### src/rtl/control_sequencer.sv
// Hardwired Moore control unit for the bus-based datapath.
// Sequences fetch (T0-T2) and execute steps for ld/st/add/sub/and/or/nop/halt,
// pacing memory accesses on Mem_ready.
module control_sequencer #(
    parameter int unsigned STATE_W = 5
) (
    input  logic               Clock,
    input  logic               Clear,
    input  logic               Run,
    input  logic [31:0]        IR,
    input  logic               Mem_ready,
    output logic               PCout,
    output logic               Zhighout,
    output logic               Zlowout,
    output logic               MDRout,
    output logic               BAout,
    output logic               Cout,
    output logic               Gra,
    output logic               Grb,
    output logic               Grc,
    output logic               Rin,
    output logic               Rout,
    output logic               MARin,
    output logic               Zin,
    output logic               PCin,
    output logic               MDRin,
    output logic               IRin,
    output logic               Yin,
    output logic               IncPC,
    output logic               Read,
    output logic               Write,
    output logic               ADD,
    output logic               SUB,
    output logic               AND,
    output logic               OR,
    output logic               Halted,
    output logic [STATE_W-1:0] Present_state
);

    localparam logic [4:0] OpLd   = 5'b00000;
    localparam logic [4:0] OpSt   = 5'b00010;
    localparam logic [4:0] OpAdd  = 5'b00011;
    localparam logic [4:0] OpSub  = 5'b00100;
    localparam logic [4:0] OpAnd  = 5'b00101;
    localparam logic [4:0] OpOr   = 5'b00110;
    localparam logic [4:0] OpHalt = 5'b11011;

    typedef enum logic [STATE_W-1:0] {
        StReset, StT0, StT1, StT1w, StT2, StDec,
        StA3, StA4, StA5,
        StM3, StM4, StM5,
        StL6, StL7, StS6, StS7,
        StHalt
    } state_e;

    state_e     state_q, state_d;
    logic [4:0] op_q, op_d;

    // Register fields are decoded by the datapath, not here.
    logic unused_ir_fields;
    assign unused_ir_fields = ^IR[26:0];

    // State and latched opcode; Clear overrides everything.
    always_ff @(posedge Clock) begin
        if (Clear) begin
            state_q <= StReset;
            op_q    <= 5'b00000;
        end else begin
            state_q <= state_d;
            op_q    <= op_d;
        end
    end

    // Opcode is captured in DEC so A4/M5 stay a function of registered state.
    always_comb begin
        op_d = (state_q == StDec) ? IR[31:27] : op_q;
    end

    // Next-state sequencing.
    always_comb begin
        state_d = state_q;
        unique case (state_q)
            StReset: state_d = Run ? StT0 : StReset;
            StT0:    state_d = StT1;
            StT1:    state_d = StT1w;
            StT1w:   state_d = Mem_ready ? StT2 : StT1w;
            StT2:    state_d = StDec;
            StDec: begin
                case (IR[31:27])
                    OpLd, OpSt:                 state_d = StM3;
                    OpAdd, OpSub, OpAnd, OpOr:  state_d = StA3;
                    OpHalt:                     state_d = StHalt;
                    default:                    state_d = StT0;
                endcase
            end
            StA3:    state_d = StA4;
            StA4:    state_d = StA5;
            StA5:    state_d = StT0;
            StM3:    state_d = StM4;
            StM4:    state_d = StM5;
            StM5:    state_d = (op_q == OpSt) ? StS6 : StL6;
            StL6:    state_d = Mem_ready ? StL7 : StL6;
            StL7:    state_d = StT0;
            StS6:    state_d = StS7;
            StS7:    state_d = Mem_ready ? StT0 : StS7;
            StHalt:  state_d = StHalt;
            default: state_d = StReset;
        endcase
    end

    // Moore outputs decoded from the current state.
    always_comb begin
        PCout = 1'b0; Zhighout = 1'b0; Zlowout = 1'b0; MDRout = 1'b0;
        BAout = 1'b0; Cout = 1'b0; Gra = 1'b0; Grb = 1'b0; Grc = 1'b0;
        Rin = 1'b0; Rout = 1'b0; MARin = 1'b0; Zin = 1'b0; PCin = 1'b0;
        MDRin = 1'b0; IRin = 1'b0; Yin = 1'b0; IncPC = 1'b0; Read = 1'b0;
        Write = 1'b0; ADD = 1'b0; SUB = 1'b0; AND = 1'b0; OR = 1'b0;
        Halted = 1'b0;
        unique case (state_q)
            StT0:  begin PCout = 1'b1; MARin = 1'b1; IncPC = 1'b1; Zin = 1'b1; end
            StT1:  begin Zlowout = 1'b1; PCin = 1'b1; Read = 1'b1; MDRin = 1'b1; end
            StT1w: begin Read = 1'b1; MDRin = 1'b1; end
            StT2:  begin MDRout = 1'b1; IRin = 1'b1; end
            StA3:  begin Grb = 1'b1; Rout = 1'b1; Yin = 1'b1; end
            StA4: begin
                Grc = 1'b1; Rout = 1'b1; Zin = 1'b1;
                case (op_q)
                    OpAdd:   ADD = 1'b1;
                    OpSub:   SUB = 1'b1;
                    OpAnd:   AND = 1'b1;
                    OpOr:    OR  = 1'b1;
                    default: ;
                endcase
            end
            StA5:  begin Zlowout = 1'b1; Gra = 1'b1; Rin = 1'b1; end
            StM3:  begin Grb = 1'b1; BAout = 1'b1; Yin = 1'b1; end
            StM4:  begin Cout = 1'b1; ADD = 1'b1; Zin = 1'b1; end
            StM5:  begin Zlowout = 1'b1; MARin = 1'b1; end
            StL6:  begin Read = 1'b1; MDRin = 1'b1; end
            StL7:  begin MDRout = 1'b1; Gra = 1'b1; Rin = 1'b1; end
            StS6:  begin Gra = 1'b1; Rout = 1'b1; MDRin = 1'b1; end
            StS7:  Write = 1'b1;
            StHalt: Halted = 1'b1;
            default: ;
        endcase
    end

    assign Present_state = state_q;

endmodule

### config.mk
export PLATFORM = sky130hd
export DESIGN_NAME = control_sequencer
export DESIGN_NICKNAME = d
export VERILOG_FILES = /design/src/rtl/control_sequencer.sv
export SDC_FILE = /design/constraint.sdc
export NUM_CORES = 1
export LEC_CHECK = 0
export BUFFER_PORTS_ARGS = -buffer_cell sky130_fd_sc_hd__buf_4
export CAP_MARGIN = 10
export CORE_MARGIN = 1
export CORE_UTILIZATION = 44
export CTS_CLUSTER_SIZE = 16
export DETAILED_ROUTE_END_ITERATION = 6
export PLACE_DENSITY = 0.85
export SYNTH_ARGS = -nofsm -noshare
export SYNTH_HDL_FRONTEND = slang
export SYNTH_SLANG_ARGS = --single-unit
### constraint.sdc
create_clock -name Clock -period 4.2 [get_ports Clock]
set_clock_uncertainty 0.1 [all_clocks]
set_input_delay 0.21 -clock Clock [delete_from_list [all_inputs] [get_ports Clock]]
set_output_delay 0.21 -clock Clock [all_outputs]
set_load 0.01 [all_outputs]
## Word level (Yosys, flattened, before mapping)

Cells that the tools add are included.

| word-level totals | value |
|---|---|
| input bits | 36 |
| output and inout port bits | 30 |
| flip-flop bits (word level) | 10 |
| word-level logic and storage cells | 76 |

| cells by class | value |
|---|---|
| equal/unequal tests | 27 |
| multiplexer cells | 33 |
| reduce and logical (&&, ||, !) cells | 14 |

Operator list:

| operator | count |
|---|---|
| $pmux W5 S16 | 1 |
| $eq A5 B3 Y1 const B | 10 |
| $eq A5 B4 Y1 const B | 8 |
| $eq A5 B2 Y1 const B | 6 |
| $mux W1 | 27 |
| $pmux W5 S3 | 1 |
| $reduce_or A3 Y1 | 5 |
| $eq A5 B5 Y1 const B | 2 |
| $logic_not A5 Y1 | 2 |
| $reduce_or A2 Y1 | 5 |
| $reduce_or A4 Y1 | 2 |
| $eq A5 B1 Y1 const B | 1 |
| $mux W4 | 1 |
| $mux W3 | 1 |
| $mux W2 | 1 |
| $pmux W1 S2 | 1 |

## Longest topological paths before layout

Gate-level depths: netlist of the first run.

| depth | value |
|---|---|
| word-level depth | 4 |
| gate-level depth with buffers | 6 |
| gate-level depth less buffers | 4 |

## Worst setup path before layout of the first run

No wires, ideal clock.

| path | value |
|---|---|
| kind | reg-to-output |
| from | register state_q[4], in the netlist Present_state[4] |
| to | output port PCout |
| slack | 2.295 ns |
| stages on the path, launching flop included | 6 |
| arrival | 1.595 ns |
| data required time | 3.890 ns |
| buffers on the path | 4 |
| cell sequence | dfxtp_1 -> clkbuf_1 -> clkbuf_1 -> buf_2 -> nor4_1 -> buf_4 |

| between the ends | value |
|---|---|
| cells in the longest elaborated chain, start to end | 2 |

RTL lines:

| what | RTL line | text |
|---|---|---|
| from (decl) | 56 | `state_e state_q, state_d;` |
| from (signal assigned) | 66 | `state_q <= StReset;` |
| from (signal assigned) | 69 | `state_q <= state_d;` |
| $eq A5 B1 Y1 | -- |  |
| $mux W1 | -- |  |
| to (decl) | 12 | `output logic PCout,` |

Every way passes these cells.

## Worst setup path in the final report of the first run

| path | value |
|---|---|
| from | register state_q[2], in the netlist Present_state[2] |
| to | output port OR |

| between the ends | value |
|---|---|
| cells in the longest elaborated chain, start to end | 2 |

RTL lines:

| what | RTL line | text |
|---|---|---|
| $eq A5 B3 Y1 | 119 | `unique case (state_q)` |
| $mux W1 | 119 |  |
| to (decl) | 35 | `output logic OR,` |

Every way passes these cells.

==> impl_metrics.py, run 1 <==
metrics = {
    "clock_tree": {
        "clk-insertion-delay-late_ps": 280,
        "cts_resized": 0,
        "post-cts-setup-buffers": 0,
        "clkTransAtPathRegs_ps": 70,
        "clock-sinks": 10,
        "numCtsBuffers": 3,
        "clock_path_buffers": 2,
        "h-tree-depth": 1,
        "root_buffer": "clkbuf_4",
        "cts_tree": "yes",
        "holdBufCountCts": 0,
    },
    "placed_design": {
        "dp_hpwl_um": 1697,
        "port_buffers": 37,
        "detailedPlace.worstSlack_ps": 1964,
        "gp_congestion": 0.7388,
        "place_inst": 184,
    },
    "global_route": {
        "grt_pass1_vias": 954,
        "grtUsageTotal": 0.2113,
        "grt_max_degree": 28,
        "grt_first_pass_wirelength_um": 3988,
        "antenna_found_initial": 0,
        "grt.overflow.total": 0,
    },
    "routing": {
        "wl_met3_um": 143,
        "route.met2.wl_um": 1086,
        "via_per_inst": 5.628,
        "top_layer_used": "met4",
        "ant_nets": 0,
        "met1_length_um": 1087,
        "wl_per_cell_um": 12.54,
        "wirelength_um": 2357,
        "vias": 1058,
        "drt_iter0_drc": 15,
        "dr.pass1.iters": 4,
        "drcViolationCount": 0,
    },
    "run": {
        "drv_cap": 0,
    },
    "synthesis": {
        "yosys_most_used_dff": "dfxtp_1",
        "postSynthCellCount": 136,
        "ys_seq_area_frac": 0.2108,
        "synth_cell_types": 47,
        "yosysTopAreaCell": "dfxtp_1",
        "synth_area_leaders": "dfxtp_1, nand2_1, a21oi_1",
        "ys_warn_count": 0,
        "syn_nets": 172,
        "ys_ff_latch": 10,
        "synth-edff-count": 0,
        "synth_top_area_share": 0.2108,
        "async_reset_ff_frac": 0,
        "syn_avg_cell_area_um2": 6.983,
        "syn-cell-area_um2": 949.7,
    },
    "floorplanning": {
        "row_count": 16,
        "initial_core_util": 0.4744,
        "core-area_um2": 2002,
        "die-area_um2": 2348,
        "dieHeight_um": 48.46,
        "ios": 66,
        "die_w_um": 48.46,
    },
    "power_and_ir_drop": {
        "internal_power_w": 0.0001923,
        "p_per_area_nw_per_um2": 235.1,
        "power_frac_clock": 0.317,
        "p_sw_w": 0.00009135,
        "power.leakage_nw": 0.5231,
        "sw_frac_of_total": 0.3221,
        "ir_worst_vdd_v": 0.0002260,
        "seqPwrFrac": 0.404,
        "combinationalPowerShare": 0.279,
    },
    "worst_setup_path": {
        "cp_slowest_cell": "dfxtp_1",
        "cp-end-kind": "output port",
        "crit_type": "register to output port",
        "path_buf_inv": 1,
        "critical-path-max-stage-delay_ps": 770,
        "critPathMaxFanout": 22,
        "arrival_ps": 2250,
        "start_kind": "register",
        "crit_required_ps": 3890,
        "crit_family": "simple AND/OR/NAND/NOR gates",
        "path_cells": "nand2b_1 > nor4b_2 > nand2_1 > nor3b_2 > buf_4",
    },
    "hold_path": {
        "hp-class": "input pin to register",
    },
    "timing": {
        "finalSetupViolCount": 0,
        "post-route-min-period_ps": 2562,
        "hold_viol_final": 0,
        "fmax_ghz": 0.3903,
        "fin_crit_sh": 0.6100,
        "rsz0062_at_grt": "false",
        "layout_setup_ws_ps": 1638,
        "fin_tns_setup_ps": 0,
        "relSlewSlack": 0.4130,
        "worst_pin_slew_ps": 879.3,
        "maxSlewViolCount": 0,
    },
    "run_status": {
        "status": "finished clean",
    },
    "cells_and_area": {
        "diodes": 0,
        "syn2layout_area_growth_pct": 27.01,
        "fin_cells": 188,
        "nets": 198,
        "drive_gt1_frac": 0.3106,
        "layout_commonest_cell": "buf_4",
        "seqCellArea_um2": 200.2,
        "nFillCells": 190,
        "layout_common_cells": "buf_4, nand2_1, nor2_1",
        "multiInputGateArea_um2": 654.4,
    },
}
## synth_stat cells (2+ instances only)
master    count
nor3_1        6
dfxtp_1      10
nor4_1        4
nand2_1      17
o22ai_1       2
clkbuf_1      4
buf_2         7
nor3b_2       2
nor2_1       14
nand3_1       4
a21oi_1      11
o21ai_0       5
and3b_1       2
buf_4         4
xor2_1        2
nand2b_1      5
and3_1        2
a31o_2        2
nor2b_1       5
## sequential cells by signal, indices dropped and copies added (netlist names)
register / cells
Present_state: 5
op_q: 5
## layout make-up
cell class                      instances  area share
Multi-Input combinational cell        109      0.5425
Timing Repair Buffer                   37      0.2303
Tap cell                               27     0.02801
Sequential cell                        10      0.1660
Inverter                                1    0.003112
Clock buffer                            4     0.03008
## final timing paths
| kind | slack [ps] | startpoint | endpoint | cells after the start |
|---|---|---|---|---|
| hold reg to reg | 360 | op_q[4]$_SDFFE_PP0P_ | op_q[4]$_SDFFE_PP0P_ | 2 |
| setup / recovery | 1640 | Present_state[2]$_SDFF_PP0_ | OR | 5 |
| hold / removal | 60 | Clear | op_q[0]$_SDFFE_PP0P_ | 2 |
| setup reg to reg | 2170 | Present_state[2]$_SDFF_PP0_ | Present_state[4]$_SDFF_PP0_ | 4 |
## metal layers
layer / GRT usage / vias up
met5: 0 / -
met1: 0.2577 / 486
met4: 0.09314 / 0
met2: 0.3592 / 36
met3: 0.04088 / 5
li1: - / 531
## metrics by stage
step             util  hold WS, ps  cell area, um2  total power [W]
2_1_floorplan       -        246.0           949.7        0.0001672
3_3_place_gp   0.5844        337.2            1170        0.0001927
3_5_place_dp   0.5844        344.3            1170        0.0001950
4_1_cts        0.6025        57.84            1206        0.0002830
5_1_grt        0.6025        72.96            1206        0.0002969
6_report       0.6025        57.87            1206        0.0002836
## logic make-up (layout without fill, tap and decap cells)
group                  Yosys count  count (layout)  share of synthesized area
multiplexers                     1               1                    0.01054
AO/OA/AOI/OAI                   34              34                     0.2372
AND/OR/NAND/NOR                 70              70                     0.4098
buffers and inverters           17              42                     0.1001
other                            1               1                   0.003949
XOR/XNOR                         3               3                    0.02767
flip-flops                      10              10                     0.2108
## power by group through the flow
| stage | clock network (W) | registers, W | logic, W |
|---|---|---|---|
| detailed placement | 0 | 0.000116 | 0.0000786 |
| global placement | 0 | 0.000116 | 0.0000769 |
| global route | 0.0000942 | 0.000117 | 0.0000861 |
| floorplan | 0 | 0.000104 | 0.0000631 |
| CTS | 0.0000898 | 0.000114 | 0.0000789 |
| finish | 0.0000899 | 0.000115 | 0.0000790 |
(Power assumes the default switching activity.)
==> inputs of run 2 (changes only) <==
CORE_UTILIZATION = 37   (was 44)
PLACE_DENSITY = 0.76   (was 0.85)
clock period = 2.15 ns   (was 4.2 ns; I/O delays follow)
==> run 2 against run 1 <==
Effect of this change: sequential cell count stayed put; core utilization down 6.2 points; highest routed layer unchanged; combinational power is 140% higher; die area grew 18%; sequential power rose by 77%; count of clock-buffer cells in the layout decreased by 1; via count grew 1.1%; total power rose by 83%; non-clock buffer count grew 7; global-route usage down 0.56 points.
==> impl_metrics.py, run 2 (synthesis gave the netlist of run 1 again) <==
metrics = {
    "run_status": {
        "status": "finished clean",
    },
    "power_and_ir_drop": {
        "power_frac_clock": 0.239,
        "seqPwrFrac": 0.392,
        "p_per_area_nw_per_um2": 413.7,
        "sw_frac_of_total": 0.3278,
        "combinationalPowerShare": 0.369,
        "internal_power_w": 0.0003486,
        "power.leakage_nw": 0.5531,
        "ir_worst_vdd_v": 0.0002823,
        "p_sw_w": 0.0001700,
    },
    "timing": {
        "fin_crit_sh": 0.8876,
        "finalSetupViolCount": 0,
        "fmax_ghz": 0.5240,
        "hold_viol_final": 0,
        "fin_tns_setup_ps": 0,
        "layout_setup_ws_ps": 241.7,
        "rsz0062_at_grt": "false",
        "maxSlewViolCount": 0,
        "post-route-min-period_ps": 1908,
    },
    "floorplanning": {
        "core-area_um2": 2318,
        "die_w_um": 52.66,
        "die-area_um2": 2773,
        "row_count": 17,
        "initial_core_util": 0.4096,
        "ios": 66,
        "dieHeight_um": 52.66,
    },
    "routing": {
        "top_layer_used": "met4",
        "drt_iter0_drc": 13,
        "route.met2.wl_um": 1235,
        "via_per_inst": 5.487,
        "dr.pass1.iters": 4,
        "ant_nets": 0,
        "wl_met3_um": 148,
        "met1_length_um": 1164,
        "wirelength_um": 2563,
        "vias": 1070,
        "wl_per_cell_um": 13.14,
        "drcViolationCount": 0,
    },
    "clock_tree": {
        "cts_tree": "yes",
        "clkTransAtPathRegs_ps": 60,
        "clk-insertion-delay-late_ps": 260,
        "numCtsBuffers": 3,
        "post-cts-setup-buffers": 0,
        "root_buffer": "clkbuf_4",
        "clock_path_buffers": 2,
        "clock-sinks": 10,
        "h-tree-depth": 1,
    },
    "worst_setup_path": {
        "critical-path-max-stage-delay_ps": 440,
        "arrival_ps": 1700,
        "r2r_cells": 5,
        "start_kind": "register",
        "cp-end-kind": "output port",
        "crit_required_ps": 1940,
        "critPathMaxFanout": 10,
        "cp_slowest_cell": "dfxtp_2",
        "path_cells": "nand2b_2 > nor4b_2 > nand2_1 > nor3b_2 > buf_4",
        "crit_type": "register to output port",
    },
    "run": {
        "drv_cap": 0,
    },
    "placed_design": {
        "dp_hpwl_um": 1944,
        "detailedPlace.worstSlack_ps": 321.5,
        "gp_congestion": 0.8358,
        "port_buffers": 37,
    },
    "global_route": {
        "antenna_found_initial": 0,
        "grtUsageTotal": 0.2056,
        "grt_first_pass_wirelength_um": 4312,
        "grt_max_degree": 24,
        "grt.overflow.total": 0,
        "grt_pass1_vias": 1005,
    },
    "cells_and_area": {
        "syn2layout_area_growth_pct": 32.02,
        "nets": 205,
        "layout_common_cells": "buf_4, nand2_1, nor2_1",
        "layout_commonest_cell": "buf_4",
        "seqCellArea_um2": 202.7,
        "drive_gt1_frac": 0.3473,
        "diodes": 0,
        "nFillCells": 230,
        "multiInputGateArea_um2": 656.9,
    },
    "hold_path": {
        "hp-class": "input pin to register",
        "holdPathStages": 3,
    },
}
[run 2: cell count changes in the layout (fill, tap and decap cells not counted), sizes merged]
cell / previous run / this run
buf: 37 / 43
clkbuf: 4 / 3
dlygate4sd3: 0 / 1
[run 2: final cells by class]
type                            instances  area share
Sequential cell                        10      0.1617
Multi-Input combinational cell        109      0.5240
Tap cell                               28     0.02794
Inverter                                1    0.002994
Clock buffer                            3     0.01796
Timing Repair Buffer                   44      0.2655
[run 2: what timing repair did]
action                                  CTS  global route
hold buffers                              1             0
gates resized for setup                   0             3
endpoints found under the setup margin    0             3
hold endpoints to repair                  5             0
[run 2: final timing paths]
kind,start,end,slack (ps)
worst max-delay path,Present_state[2]$_SDFF_PP0_,OR,240
worst min-delay path,IR[31],op_q[4]$_SDFFE_PP0P_,10
worst max register to register,Present_state[2]$_SDFF_PP0_,Present_state[4]$_SDFF_PP0_,620
worst min register to register,op_q[3]$_SDFFE_PP0P_,op_q[3]$_SDFFE_PP0P_,370
[run 2: layer usage]
| layer | track usage | vias to the layer above |
|---|---|---|
| li1 | - | 543 |
| met2 | 0.3565 | 38 |
| met3 | 0.01739 | 4 |
| met5 | 0 | - |
| met4 | 0.06579 | 0 |
| met1 | 0.2637 | 485 |
[run 2: per-stage QoR]
step           instance area [um2]    util  hold WS [ps]  cells   power, W
6_report                      1254  0.5407         12.24    195  0.0005186
5_1_grt                       1254  0.5407         23.04    195  0.0005496
4_1_cts                       1249  0.5386         3.806    195  0.0005212
3_5_place_dp                  1216  0.5246         234.4    191  0.0003950
3_3_place_gp                  1216  0.5246         234.2    191  0.0003900
2_1_floorplan                949.7       -         143.5    136  0.0003267
[run 2: critical path: cells and delay by family, from the launching register on]
family        cells  cell delay (ps)
buf+inv           1              140
flops             1              440
simple gates      4              850
[run 2: power groups by stage]
stage	combinational, W	clock [W]	sequential [W]
after floorplan	0.000123	0	0.000203
after global placement	0.000184	0	0.000206
after detailed placement	0.000189	0	0.000206
after CTS	0.000191	0.000128	0.000202
after global routing	0.000212	0.000132	0.000205
final	0.000191	0.000124	0.000203
